--- config.mk ---
export PLATFORM = sky130hd
export DESIGN_NAME = dsp_acq_ctrl
export DESIGN_NICKNAME = d
export VERILOG_FILES = /design/src/rtl/dsp_acq_ctrl_pkg.sv /design/src/rtl/dsp_acq_ctrl_regs.sv /design/src/rtl/dsp_acq_ctrl.sv
export SDC_FILE = /design/constraint.sdc
export NUM_CORES = 1
export LEC_CHECK = 0
export ABC_CLOCK_PERIOD_IN_PS = 3400
export CAP_MARGIN = 40
export CORE_ASPECT_RATIO = 0.5
export CORE_MARGIN = 4
export CORE_UTILIZATION = 31
export CTS_CLUSTER_SIZE = 16
export DETAILED_ROUTE_END_ITERATION = 8
export SLEW_MARGIN = 40
export SYNTH_ARGS = -nofsm -noshare
export SYNTH_HDL_FRONTEND = slang
export SYNTH_HIERARCHICAL = 1
export SYNTH_SLANG_ARGS = --single-unit
--- constraint.sdc ---
create_clock -name clk_sys -period 3.4 [get_ports clk_sys]
set_clock_uncertainty 0.15 [all_clocks]
set_input_delay 0.68 -clock clk_sys [delete_from_list [all_inputs] [get_ports clk_sys]]
set_output_delay 0.68 -clock clk_sys [all_outputs]
set_load 0.005 [all_outputs]
--- src/rtl/dsp_acq_ctrl_pkg.sv ---
// Shared definitions for the DSP acquisition controller: fx register map,
// CTRL/STATUS bit positions and FSM state encoding.
package dsp_acq_ctrl_pkg;

  localparam logic [15:0] REG_CTRL     = 16'h0100;
  localparam logic [15:0] REG_DELAY_LO = 16'h0101;
  localparam logic [15:0] REG_DELAY_HI = 16'h0102;
  localparam logic [15:0] REG_LEN_LO   = 16'h0103;
  localparam logic [15:0] REG_LEN_HI   = 16'h0104;
  localparam logic [15:0] REG_DECIM    = 16'h0105;
  localparam logic [15:0] REG_STATUS   = 16'h0106;

  localparam int CTRL_START = 0;
  localparam int CTRL_STOP  = 1;
  localparam int CTRL_CONT  = 2;

  localparam int STAT_BUSY  = 0;
  localparam int STAT_IGN   = 1;
  localparam int STAT_ABORT = 2;

  typedef enum logic [1:0] {
    ST_IDLE    = 2'd0,
    ST_DELAY   = 2'd1,
    ST_CAPTURE = 2'd2,
    ST_DONE    = 2'd3
  } acq_state_t;

  function automatic logic state_busy(input acq_state_t s);
    return (s == ST_DELAY) || (s == ST_CAPTURE);
  endfunction

endpackage

--- src/rtl/dsp_acq_ctrl_regs.sv ---
// fx bus decode for the acquisition controller: config registers, per-frame
// shadows, sticky STATUS flags and the registered read-data mux.
module dsp_acq_ctrl_regs
  import dsp_acq_ctrl_pkg::*;
#(
  parameter int CNT_W = 16
) (
  input  logic             clk_sys,
  input  logic             rst,
  input  logic [5:0]       dev_id,
  input  logic             fx_wr,
  input  logic [21:0]      fx_waddr,
  input  logic [7:0]       fx_data,
  input  logic             fx_rd,
  input  logic [21:0]      fx_raddr,
  output logic [7:0]       fx_q,
  input  logic             busy,
  input  logic             frame_load,
  output logic             start,
  output logic             stop,
  output logic             cont,
  output logic [CNT_W-1:0] cfg_delay,
  output logic [CNT_W-1:0] len_sh,
  output logic [7:0]       decim_sh
);

  logic [15:0] delay_r;
  logic [15:0] len_r;
  logic [7:0]  decim_r;
  logic        ign_start;
  logic        aborted;
  logic        wr_hit;
  logic        rd_hit;
  logic        ctrl_wr;
  logic        status_rd;
  logic [7:0]  rd_mux;

  assign wr_hit    = fx_wr && (fx_waddr[21:16] == dev_id);
  assign rd_hit    = fx_rd && (fx_raddr[21:16] == dev_id);
  assign ctrl_wr   = wr_hit && (fx_waddr[15:0] == REG_CTRL);
  assign status_rd = rd_hit && (fx_raddr[15:0] == REG_STATUS);

  // start and stop are single-cycle strobes; stop overrides start in one write
  assign stop      = ctrl_wr && fx_data[CTRL_STOP];
  assign start     = ctrl_wr && fx_data[CTRL_START] && !fx_data[CTRL_STOP];
  assign cfg_delay = delay_r[CNT_W-1:0];

  always_ff @(posedge clk_sys or posedge rst) begin
    if (rst) begin
      delay_r <= '0;
      len_r   <= '0;
      decim_r <= '0;
    end else if (wr_hit) begin
      case (fx_waddr[15:0])
        REG_DELAY_LO: delay_r[7:0]  <= fx_data;
        REG_DELAY_HI: delay_r[15:8] <= fx_data;
        REG_LEN_LO:   len_r[7:0]    <= fx_data;
        REG_LEN_HI:   len_r[15:8]   <= fx_data;
        REG_DECIM:    decim_r       <= fx_data;
        default:      ;
      endcase
    end
  end

  always_ff @(posedge clk_sys or posedge rst) begin
    if (rst) begin
      cont <= 1'b0;
    end else if (stop) begin
      cont <= 1'b0;
    end else if (ctrl_wr) begin
      cont <= fx_data[CTRL_CONT];
    end
  end

  // A flag raised in the same cycle as a STATUS read survives the clear
  always_ff @(posedge clk_sys or posedge rst) begin
    if (rst) begin
      ign_start <= 1'b0;
      aborted   <= 1'b0;
    end else begin
      if (status_rd) begin
        ign_start <= 1'b0;
        aborted   <= 1'b0;
      end
      if (start && busy) ign_start <= 1'b1;
      if (stop && busy)  aborted   <= 1'b1;
    end
  end

  always_ff @(posedge clk_sys or posedge rst) begin
    if (rst) begin
      len_sh   <= '0;
      decim_sh <= '0;
    end else if (frame_load) begin
      len_sh   <= len_r[CNT_W-1:0];
      decim_sh <= decim_r;
    end
  end

  always_comb begin
    rd_mux = 8'h00;
    case (fx_raddr[15:0])
      REG_DELAY_LO: rd_mux = delay_r[7:0];
      REG_DELAY_HI: rd_mux = delay_r[15:8];
      REG_LEN_LO:   rd_mux = len_r[7:0];
      REG_LEN_HI:   rd_mux = len_r[15:8];
      REG_DECIM:    rd_mux = decim_r;
      REG_STATUS: begin
        rd_mux[STAT_BUSY]  = busy;
        rd_mux[STAT_IGN]   = ign_start;
        rd_mux[STAT_ABORT] = aborted;
      end
      default:      rd_mux = 8'h00;
    endcase
  end

  always_ff @(posedge clk_sys or posedge rst) begin
    if (rst) begin
      fx_q <= 8'h00;
    end else begin
      fx_q <= rd_hit ? rd_mux : 8'h00;
    end
  end

endmodule

--- src/rtl/dsp_acq_ctrl.sv ---
// Acquisition sequencer: frames the AD sample stream into delayed, decimated,
// fixed-length captures toward the state machine. Holds the FSM and counters.
module dsp_acq_ctrl
  import dsp_acq_ctrl_pkg::*;
#(
  parameter int DW    = 16,
  parameter int CNT_W = 16
) (
  input  logic          clk_sys,
  input  logic          rst,
  input  logic [5:0]    dev_id,
  input  logic          fx_wr,
  input  logic [21:0]   fx_waddr,
  input  logic [7:0]    fx_data,
  input  logic          fx_rd,
  input  logic [21:0]   fx_raddr,
  output logic [7:0]    fx_q,
  input  logic [DW-1:0] ad_data,
  input  logic          ad_vld,
  output logic [DW-1:0] sm_data,
  output logic          sm_vld,
  output logic          sm_sof,
  output logic          sm_eof,
  output logic          busy,
  output logic          frame_done,
  output logic [1:0]    dbg_state
);

  // Stream handshake: ad_vld and sm_vld are one-cycle qualifiers with no
  // back-pressure; data is meaningful only in a cycle where its vld is high.

  acq_state_t       state_q;
  acq_state_t       state_d;
  logic             start;
  logic             stop;
  logic             cont;
  logic             frame_load;
  logic [CNT_W-1:0] cfg_delay;
  logic [CNT_W-1:0] len_sh;
  logic [7:0]       decim_sh;
  logic [CNT_W-1:0] dly_cnt;
  logic [CNT_W-1:0] len_cnt;
  logic [7:0]       dec_cnt;
  logic             emit;
  logic             emit_sof;
  logic             emit_eof;

  dsp_acq_ctrl_regs #(.CNT_W(CNT_W)) u_regs (
    .clk_sys    (clk_sys),
    .rst        (rst),
    .dev_id     (dev_id),
    .fx_wr      (fx_wr),
    .fx_waddr   (fx_waddr),
    .fx_data    (fx_data),
    .fx_rd      (fx_rd),
    .fx_raddr   (fx_raddr),
    .fx_q       (fx_q),
    .busy       (busy),
    .frame_load (frame_load),
    .start      (start),
    .stop       (stop),
    .cont       (cont),
    .cfg_delay  (cfg_delay),
    .len_sh     (len_sh),
    .decim_sh   (decim_sh)
  );

  assign busy       = state_busy(state_q);
  assign frame_done = (state_q == ST_DONE);
  assign dbg_state  = state_q;

  always_ff @(posedge clk_sys or posedge rst) begin
    if (rst) state_q <= ST_IDLE;
    else     state_q <= state_d;
  end

  always_comb begin
    state_d    = state_q;
    frame_load = 1'b0;
    emit       = 1'b0;
    emit_sof   = 1'b0;
    emit_eof   = 1'b0;
    case (state_q)
      ST_IDLE: begin
        if (start) begin
          state_d    = ST_DELAY;
          frame_load = 1'b1;
        end
      end
      ST_DELAY: begin
        // The sample that brings the count to zero is still consumed by the delay
        if ((dly_cnt == '0) || (ad_vld && (dly_cnt == CNT_W'(1)))) begin
          state_d = (len_sh == '0) ? ST_DONE : ST_CAPTURE;
        end
      end
      ST_CAPTURE: begin
        if (ad_vld && (dec_cnt == 8'd0)) begin
          emit     = 1'b1;
          emit_sof = (len_cnt == '0);
          emit_eof = (len_cnt == len_sh - CNT_W'(1));
          if (emit_eof) state_d = ST_DONE;
        end
      end
      ST_DONE: begin
        if (start || cont) begin
          state_d    = ST_DELAY;
          frame_load = 1'b1;
        end else begin
          state_d = ST_IDLE;
        end
      end
      default: state_d = ST_IDLE;
    endcase
    if (stop) begin
      state_d    = ST_IDLE;
      frame_load = 1'b0;
      emit       = 1'b0;
      emit_sof   = 1'b0;
      emit_eof   = 1'b0;
    end
  end

  always_ff @(posedge clk_sys or posedge rst) begin
    if (rst) begin
      dly_cnt <= '0;
      dec_cnt <= '0;
      len_cnt <= '0;
    end else begin
      if (frame_load) begin
        dly_cnt <= cfg_delay;
      end else if ((state_q == ST_DELAY) && ad_vld && (dly_cnt != '0)) begin
        dly_cnt <= dly_cnt - CNT_W'(1);
      end
      if (state_q != ST_CAPTURE) begin
        dec_cnt <= '0;
        len_cnt <= '0;
      end else begin
        if (ad_vld) dec_cnt <= (dec_cnt == decim_sh) ? 8'd0 : dec_cnt + 8'd1;
        if (emit)   len_cnt <= len_cnt + CNT_W'(1);
      end
    end
  end

  always_ff @(posedge clk_sys or posedge rst) begin
    if (rst) begin
      sm_data <= '0;
      sm_vld  <= 1'b0;
      sm_sof  <= 1'b0;
      sm_eof  <= 1'b0;
    end else begin
      sm_vld <= emit;
      sm_sof <= emit_sof;
      sm_eof <= emit_eof;
      if (emit) sm_data <= ad_data;
    end
  end

endmodule

# ---- Word-level counts from Yosys, hierarchy flattened
# Index checks and enable logic that the tools add are counted.
dict set report classes {
  add_sub_neg 4
  eq_ne 25
  muxes 36
  reduce_logical 35
}
# operator n
set op_table {}
lappend op_table {{16-bit by 9-bit == test with 1-bit output, second input constant} 12}
lappend op_table {{16-bit 2-to-1 mux} 4}
lappend op_table {{16-bit logical NOT} 3}
lappend op_table {{8-bit 2-to-1 mux} 4}
lappend op_table {{16-bit by 1-bit subtractor with 16-bit output, second input constant} 2}
lappend op_table {{5-bit case mux with 5 select lines} 1}
lappend op_table {{1-bit 2-to-1 mux} 19}
lappend op_table {{3-bit case mux with 6 select lines} 1}
lappend op_table {{16-bit by 1-bit adder with 16-bit output, second input constant} 1}
lappend op_table {{16-bit by 1-bit == test with 1-bit output, second input constant} 1}
lappend op_table {{16-bit == test} 1}
lappend op_table {{16-bit nonzero test} 1}
lappend op_table {{1-bit logical AND} 13}
lappend op_table {{6-bit == test} 2}
lappend op_table {{2-bit nonzero test} 6}
lappend op_table {{2-bit 2-to-1 mux} 5}
lappend op_table {{2-bit AND reduction} 5}
lappend op_table {{3-bit by 1-bit != test with 1-bit output, second input constant} 3}
lappend op_table {{8-bit by 1-bit adder with 8-bit output, second input constant} 1}
lappend op_table {{8-bit == test} 1}
lappend op_table {{8-bit logical NOT} 1}
lappend op_table {{2-bit case mux with 4 select lines} 1}
lappend op_table {{2-bit == test, second input constant} 2}
lappend op_table {{4-bit AND reduction} 1}
lappend op_table {{7 further kinds} 9}
dict set report word_totals {
  reg_bits 136
  inputBits 79
  output_inout_bits 31
}

# ---- Logic depth before layout (Yosys ltp)
# Gate-level depths: netlist of the first run.
dict set report depth {
  depth_word 10
  ltp_mapped 12
  depth_no_buf 12
}

# ---- Cells and area by module
# The synthesis of the first run kept the hierarchy.
# module instances cells_per_inst area_per_inst_um2 seq_area_each_um2
set modules_own_cells {}
lappend modules_own_cells {dsp_acq_ctrl 1 404 3801.1 1526.5}
lappend modules_own_cells {dsp_acq_ctrl_regs 1 242 3445.8 1876.8}

# ---- Worst setup path after synthesis of the first run
# No wires, ideal clock.
dict set report synth_timing {
  kind {in2reg}
  start {in fx_waddr[3]}
  end {reg u_regs.decim_sh[0]}
  setup_ns 0.125
  arrival_time_ns 3.510
  required_ns 3.125
  setup_slack_ns -0.384
  stages 10
  cell_sequence {nor4b_1 > nand2_1 > nor4_1 > and4b_1 > o21ai_0 > a211oi_1 > clkbuf_1 > clkbuf_1 > clkbuf_1 > mux2_2}
}
dict set report synth_via {
  elab_chain_len 8
  elab_cells_between_ends 10
  cone_classes {1 x eq/ne; 4 x mux; 5 x reduce/logical}
}
# element line
set synth_rtl {}
lappend synth_rtl {{start, declared} dsp_acq_ctrl.sv:13} ;# input logic [21:0] fx_waddr,
lappend synth_rtl {{16-bit by 9-bit == test with 1-bit output (*)} dsp_acq_ctrl_regs.sv:40} ;# assign ctrl_wr = wr_hit && (fx_waddr[15:0] == REG_CTRL);
lappend synth_rtl {{1-bit logical AND (*)} dsp_acq_ctrl_regs.sv:40}
lappend synth_rtl {{1-bit logical AND (*) (2 in series)} dsp_acq_ctrl_regs.sv:45} ;# assign start = ctrl_wr && fx_data[CTRL_START] && !fx_data[CTRL_STOP];
lappend synth_rtl {{via start} dsp_acq_ctrl.sv:34} ;# logic start;
lappend synth_rtl {{1-bit logical OR} dsp_acq_ctrl.sv:105} ;# if (start || cont) begin
lappend synth_rtl {{1-bit 2-to-1 mux} dsp_acq_ctrl.sv:105}
lappend synth_rtl {{1-bit case mux with 2 select lines (*)} dsp_acq_ctrl.sv:83} ;# case (state_q)
lappend synth_rtl {{1-bit 2-to-1 mux (*)} dsp_acq_ctrl.sv:114} ;# if (stop) begin
lappend synth_rtl {{via frame_load} dsp_acq_ctrl.sv:37} ;# logic frame_load;
lappend synth_rtl {{end signal, assigned} dsp_acq_ctrl_regs.sv:96} ;# decim_sh <= decim_r;
lappend synth_rtl {{end, declared} dsp_acq_ctrl_regs.sv:24} ;# output logic [7:0] decim_sh
# Mark *: on every way through the listed nets, which the timed path passes. The rest lies on a longest branch.
# A chain may end at the register's enable or synchronous reset.

# ---- Final worst setup path of the first run
dict set report layout_timing {
  start {in fx_waddr[3]}
  end {reg u_regs.len_sh[9]}
}
dict set report layout_via {
  elab_chain_len 8
  elab_cells_between_ends 10
  cone_classes {1 x eq/ne; 4 x mux; 5 x reduce/logical}
}
# element line
set layout_rtl {}
lappend layout_rtl {{16-bit by 9-bit == test with 1-bit output (*)} dsp_acq_ctrl_regs.sv:40}
lappend layout_rtl {{1-bit logical AND (*)} dsp_acq_ctrl_regs.sv:40}
lappend layout_rtl {{1-bit logical AND (*) (2 in series)} dsp_acq_ctrl_regs.sv:45}
lappend layout_rtl {{via start} dsp_acq_ctrl.sv:34}
lappend layout_rtl {{1-bit logical OR} dsp_acq_ctrl.sv:105}
lappend layout_rtl {{1-bit 2-to-1 mux} dsp_acq_ctrl.sv:105}
lappend layout_rtl {{1-bit case mux with 2 select lines (*)} dsp_acq_ctrl.sv:83}
lappend layout_rtl {{1-bit 2-to-1 mux (*)} dsp_acq_ctrl.sv:114}
lappend layout_rtl {{end signal, assigned} dsp_acq_ctrl_regs.sv:95} ;# len_sh <= len_r[CNT_W-1:0];
lappend layout_rtl {{end, declared} dsp_acq_ctrl_regs.sv:23} ;# output logic [CNT_W-1:0] len_sh,
# Marks and branches as above.

==> results of run 1 <==
-- cells in the mapped netlist, types with 6 or more instances --
library cell,number,area [um2]
a21o_1,6,45.04
a21oi_1,15,75.07
a22oi_1,10,75.07
and2_1,14,87.58
clkbuf_1,20,75.07
dfrtp_1,136,3403
ha_1,12,150.1
inv_1,16,60.06
mux2_1,38,427.9
mux2_2,46,518.0
nand2_1,46,172.7
nand2b_1,6,37.54
nand3_1,12,60.06
nand4_1,19,118.9
nor2_1,28,105.1
nor2b_1,7,43.79
nor3_1,9,45.04
nor3_2,6,60.06
nor4_1,14,87.58
o21ai_0,24,120.1
or3_1,9,56.30
xnor2_1,55,481.7
xor2_1,16,140.1
-- cells by family after synthesis --
logic type,after synthesis,synth area share
XOR/XNOR,71,0.08581
AO/OA/AOI/OAI,94,0.08978
AND/OR/NAND/NOR,206,0.1783
buffers and inverters,42,0.02383
flip-flops,136,0.4696
adder cells (fa/ha/maj),12,0.02072
multiplexers,85,0.1319
-- worst paths after layout --
check                            startpoint                  end  slack, ns  depth (start not counted)
setup / recovery                fx_waddr[3]     u_regs/len_sh[9]       0.16                         11
hold / removal                   sm_data[2]           sm_data[2]       0.35                          1
setup reg to reg           u_regs/len_sh[1]         dbg_state[1]       0.65                         10
hold reg to reg                  sm_data[2]           sm_data[2]       0.35                          1
max in group asynchronous               rst  u_regs/cfg_delay[1]       1.89                          3
min in group asynchronous               rst           len_cnt[1]       0.51                          2
-- timing repair --
item,4_1_cts,5_1_grt
resized for setup,0,2
endpoints found under the hold margin,0,0
endpoints found under the setup margin,0,33
-- registers in the layout, indices dropped and copies added (netlist names), 2 cells and up --
register / cells
dbg_state: 2
dec_cnt: 8
dly_cnt: 16
len_cnt: 16
sm_data: 16
u_regs/cfg_delay: 16
u_regs/decim_r: 8
u_regs/decim_sh: 8
u_regs/fx_q: 8
u_regs/len_r: 16
u_regs/len_sh: 16
-- stage by stage --
stage                     setup slack [ns]  hold slack [ns]  total power [mW]
after global placement             -0.3142           0.3399             1.855
after CTS                          0.08058           0.3598             3.653
after global routing              0.001606           0.3678             3.742
after detailed placement           -0.3719           0.3462             1.858
final                               0.1575           0.3547             3.609
after floorplan                    0.01798           0.3156             1.709
-- power by group --
group	internal [mW]	switching (mW)
clock network	1.03	0.753
logic	0.116	0.0905
registers	1.62	0.00000454
total	2.77	0.843
-- cell usage in the layout, fill, tap and decap left out, drive strengths merged, types with 6 or more instances in the layout --
cell,Yosys,layout
a21o,6,6
a21oi,16,16
a22oi,10,10
and2,14,14
buf,6,38
clkbuf,20,20
clkdlybuf4s50,0,109
dfrtp,136,136
ha,12,12
inv,16,19
mux2,84,84
nand2,47,47
nand2b,6,6
nand3,12,12
nand4,21,21
nor2,30,30
nor2b,7,7
nor3,15,15
nor4,21,21
o21ai,28,28
or3,9,9
xnor2,55,55
xor2,16,16
-- layout make-up --
| class | count | area share |
|---|---|---|
| multi-input combinational | 468 | 0.3873 |
| sequential | 136 | 0.3564 |
| timing repair buffer | 148 | 0.1507 |
| clock buffer | 19 | 0.04638 |
| tap | 307 | 0.04023 |
| clock inverter | 13 | 0.01271 |
| inverter | 16 | 0.006289 |
-- per-layer routing --
metal | wire, um | track usage | vias to the layer above
li1 | - | - | 2629
met1 | 9230 | 0.2071 | 2741
met2 | 8740 | 0.2447 | 157
met3 | 1100 | 0.04068 | 18
met4 | 212 | 0.03915 | 0
met5 | 0 | 0 | -
==> impl_metrics.csv, run 1 <==
group,metric,value,unit
outcome,run_status,"complete, no violations",
clock_tree,total_number_of_clock_tree_sinks,136,
drt,dr_pass1_iterations,5,
global_route,grt_pass1_vias,5707,
die,core.rowCount,39,
die,chipHeight,116.1,um
drt,routed_wl,19.28,mm
die,die_outline_width,224.2,um
clock_tree,insertion_delay,0.42,ns
global_route,maximum_number_of_pins_on_one_net_before_global_route_repair,42,
layout,finish.instance_area,9549,um2
drt,detail-route-antenna-nets,0,
clock_tree,htree_num_levels,4,
placed_design,post-dp-hpwl,14.79,mm
global_route,gr-usage-all-layers,0.1522,
sta,worst_slew_pin_slew,0.5992,ns
clock_tree,cts-buffers-inserted,17,
clock_tree,cts.clk_slew.worst_paths,0.06,ns
worst_setup_path,worstPathArrival,3.40,ns
sta,maxSlewViolCount,0,
global_route,globalRouteOverflowTotal,0,
power,irDropWorstVdd,0.3385,mV
die,design.die.area,26040,um2
placed_design,post_dp_area,8947,um2
drt,drt-initial-drc-count,273,
synthesis,syn-instance-count,646,
layout,multi_input_gate_area_in_the_final_layout,3699,um2
layout,final_layout_size_suffix_gt1_frac,0.1863,
sta,finalWorstPathRequiredPeriod,3.242,ns
global_route,grt_antenna_before_repair,0,
synthesis,yosys_most_used_dff,"dfrtp_1",
worst_setup_path,critical-path-slowest-cell,"clkdlybuf4s50_1",
worst_hold_path,timing.hold.worst.class,"reg2reg",
run,maxCapViolations,0,
worst_setup_path,worstSetupPathType,"in2reg",
drt,avgRoutedWirePerCell,17.42,um
worst_setup_path,worst-path-max-fanout,20,
layout,antennaDiodeCount,0,
worst_setup_path,critical_path.cell_chain,"clkdlybuf4s50_1 -> nor4b_1 -> buf_4 -> nand2_1 -> nor4_2 -> buf_4 -> and4b_1 -> o21ai_0 -> a211oi_4 -> clkbuf_16 -> mux2_2",
sta,rsz0062_at_grt,"false",
layout,final_cell_count_no_fill,1107,
worst_setup_path,crit_path_frequent_cell,"buf_4",
synthesis,flip_flop_and_latch_count_after_synthesis,136,
synthesis,synthArstFlopShare,1.000,
synthesis,synth_enable_flop_cells,0,
global_route,grt_first_pass_wirelength,30.91,mm
clock_tree,clock-root-buffer,"clkbuf_16",
worst_setup_path,critical_path.endpoint_type,"flip-flop",
die,ioPinCount,110,
clock_tree,clock_tree.buffer_depth,2,
sta,max_freq,308.4,MHz
sta,max-slew-margin-rel,0.5975,
worst_setup_path,critical_path.startpoint_type,"input port",
clock_tree,postCtsSetupRepairBufs,0,
sta,finalSetupViolations,0,
clock_tree,tritoncts,"yes",
power,leakage,4.272,nW
placed_design,placed_cells,1074,
synthesis,post_synth_num_cell_types,65,
worst_setup_path,worstPathRequired,3.56,ns
synthesis,cell_area_after_synthesis,7247,um2
drt,drc,0,
power,power_density,378.0,nW/um2
sta,min_period_over_period,0.9537,
sta,final-hold-violation-count,0,
sta,finalSetupTns,0,ns
synthesis,yosysWarningCount,6,
worst_setup_path,cp_top_family,"buffers and inverters",
layout,register_area,3403,um2
synthesis,avgSynthCellArea,11.22,um2
layout,final_core_utilization,0.4173,
layout,area.growth.synth_to_final,31.77,%
worst_setup_path,path_buf_inv,4,
layout,fillerInstances,2209,
layout,nNetsFinal,878,
placed_design,port-buffer-count,109,
placed_design,gp_congestion,0.8402,
clock_tree,cts_hold_buffers,0,
drt,routed-via-count,5545,
synthesis,sequential_area_share_after_synthesis,0.4696,
die,fp.coreArea,22890,um2
drt,drt-vias-per-instance,5.009,
worst_setup_path,worst_path_largest_cell_delay,0.41,ns
die,starting_density,0.3167,
synthesis,synthesis.nets,737,
No activity file was read; power rests on OpenSTA's default activity.
==> run 2, diff against run 1 <==
- CORE_MARGIN: 4 -> 1
==> run 2 against run 1 <==
Against the previous run:
- sequential share of layout area fell by 0.13 points
- non-clock buffer count down 2
- combinational power decreased by 2%
- worst setup slack improved by 0.033 ns
- total power is 1.2% higher
- register-to-register slack about the same
- sequential power about the same
- via count decreased by 0.67%
- global-route usage increased by 0.98 points
- largest cell class unchanged
- worst hold slack better by 0.0026 ns
- die area shrank 7.7%
- design area grew 0.37%
==> impl_metrics.csv, run 2 (same netlist as run 1, synthesis figures left out) <==
group,metric,value,unit
sta,final-hold-violation-count,0,
die,chipHeight,110.1,um
clock_tree,tritoncts,"yes",
drt,drt-initial-drc-count,277,
clock_tree,clock_tree.buffer_depth,2,
global_route,grt_first_pass_wirelength,29.74,mm
worst_setup_path,critical_path.startpoint_type,"input port",
worst_setup_path,critical_path.endpoint_type,"flip-flop",
global_route,grt_pass1_vias,5470,
sta,worst_slew_pin_slew,0.6397,ns
layout,final_core_utilization,0.4188,
sta,max_freq,311.6,MHz
clock_tree,total_number_of_clock_tree_sinks,136,
global_route,maximum_number_of_pins_on_one_net_before_global_route_repair,49,
worst_hold_path,timing.hold.worst.class,"reg2reg",
worst_setup_path,worst-path-max-fanout,16,
clock_tree,clock-root-buffer,"clkbuf_16",
die,starting_density,0.3167,
layout,layout.cells.most_common,"dfrtp_1",
die,fp.coreArea,22890,um2
placed_design,gp_congestion,0.8459,
drt,drt-vias-per-instance,4.985,
sta,min_period_over_period,0.9438,
outcome,run_status,"complete, no violations",
power,leakage,4.297,nW
sta,finalWorstPathRequiredPeriod,3.209,ns
run,maxCapViolations,0,
drt,dr_pass1_iterations,5,
layout,fillerInstances,2182,
drt,drc,0,
global_route,gr-usage-all-layers,0.1619,
layout,nNetsFinal,876,
clock_tree,cts_hold_buffers,0,
sta,finalSetupViolations,0,
global_route,grt_antenna_before_repair,0,
clock_tree,cts.clk_slew.worst_paths,0.07,ns
clock_tree,postCtsSetupRepairBufs,0,
worst_setup_path,worstPathArrival,3.37,ns
clock_tree,insertion_delay,0.42,ns
worst_setup_path,crit_path_frequent_cell,"buf_4",
placed_design,port-buffer-count,109,
drt,avgRoutedWirePerCell,16.74,um
placed_design,post-dp-hpwl,14.26,mm
die,ioPinCount,110,
layout,area.growth.synth_to_final,32.25,%
power,power_density,381.1,nW/um2
worst_setup_path,critical_path.cell_chain,"clkdlybuf4s50_1 -> nor4b_2 -> buf_4 -> nand2_1 -> nor4_1 -> buf_4 -> and4b_1 -> o21ai_0 -> a211oi_4 -> clkbuf_16 -> mux2_2",
sta,maxSlewViolCount,0,
worst_setup_path,worstPathRequired,3.56,ns
sta,max-slew-margin-rel,0.5729,
drt,detail-route-antenna-nets,0,
layout,mostFrequentLayoutCells,"dfrtp_1, clkdlybuf4s50_1, xnor2_1",
die,core.rowCount,39,
global_route,globalRouteOverflowTotal,0,
worst_setup_path,critical-path-slowest-cell,"clkdlybuf4s50_1",
sta,fin_hold_ws,0.3573,ns
die,die_outline_width,218.2,um
drt,routed-via-count,5508,
power,irDropWorstVdd,0.3346,mV
sta,rsz0062_at_grt,"false",
drt,routed_wl,18.50,mm
layout,final_layout_size_suffix_gt1_frac,0.1855,
worst_setup_path,worst_path_largest_cell_delay,0.41,ns
clock_tree,htree_num_levels,4,
die,design.die.area,24030,um2
worst_setup_path,worstSetupPathType,"in2reg",
layout,antennaDiodeCount,0,
clock_tree,cts-buffers-inserted,17,
run 2: cell count changes in the layout (fill, tap and decap cells not counted), sizes merged:
cell / change
buf: -2
bufinv: -1
clkbuf: -1
clkinv: -2
clkinvlp: -4
inv: +8
run 2: final timing paths:
path,end,slack [ns],cells past startpoint,start
min in group asynchronous,u_regs/fx_q[4],0.54,2,rst
worst max register to register,dbg_state[1],0.65,7,u_regs/len_sh[3]
worst min register to register,sm_data[0],0.36,1,sm_data[0]
worst min-delay path,sm_data[0],0.36,1,sm_data[0]
worst max-delay path,u_regs/decim_sh[3],0.19,11,fx_waddr[3]
max in group asynchronous,u_regs/decim_r[7],1.88,3,rst
run 2: worst max-delay path, delay by kind of cell:
kind / cells / cell delay, ns
and+or+nand+nor: 4 / 0.83
buffers and inverters: 4 / 0.98
muxes: 1 / 0.34
AOI/OAI and AO/OA: 2 / 0.53
run 2: report_power, final:
part           internal, mW  switching, mW  total [mW]
Combinational         0.115         0.0880       0.203
Sequential             1.62     0.00000458        1.62
Clock                  1.00          0.828        1.83
Total                  2.74          0.916        3.65
run 2: metal layers:
layer,vias to the layer above,part of all wire,track usage
met4,0,0.0083,0.05145
met2,172,0.46,0.2601
li1,2627,-,-
met5,-,0,0
met1,2694,0.48,0.2227
met3,15,0.051,0.02853
run 2: cell type report:
cell class	count	area [um2]	area share
timing repair buffer	146	1449	0.1512
multi-input combinational	468	3699	0.3859
inverter	16	60.06	0.006266
sequential	136	3403	0.3551
clock inverter	14	150.1	0.01567
clock buffer	18	439.2	0.04582
tap	307	384.1	0.04008
run 2: metrics by stage:
step / setup TNS, ns / power, mW / worst slack (ns) / cells / cell area, um2
2_1_floorplan: 0 / 1.709 / 0.01798 / 646 / 7264
3_5_place_dp: -10.21 / 1.854 / -0.2782 / 1072 / 8957
5_1_grt: 0 / 3.802 / 0.03374 / 1105 / 9584
4_1_cts: 0 / 3.706 / 0.1544 / 1104 / 9547
3_3_place_gp: -10.20 / 1.852 / -0.2621 / 1072 / 8957
6_report: 0 / 3.653 / 0.1910 / 1105 / 9584
run 2: timing repair:
| action | CTS | global route |
|---|---|---|
| hold endpoints to repair | 0 | 0 |
| resized for setup | 0 | 2 |
| endpoints found under the setup margin | 0 | 36 |
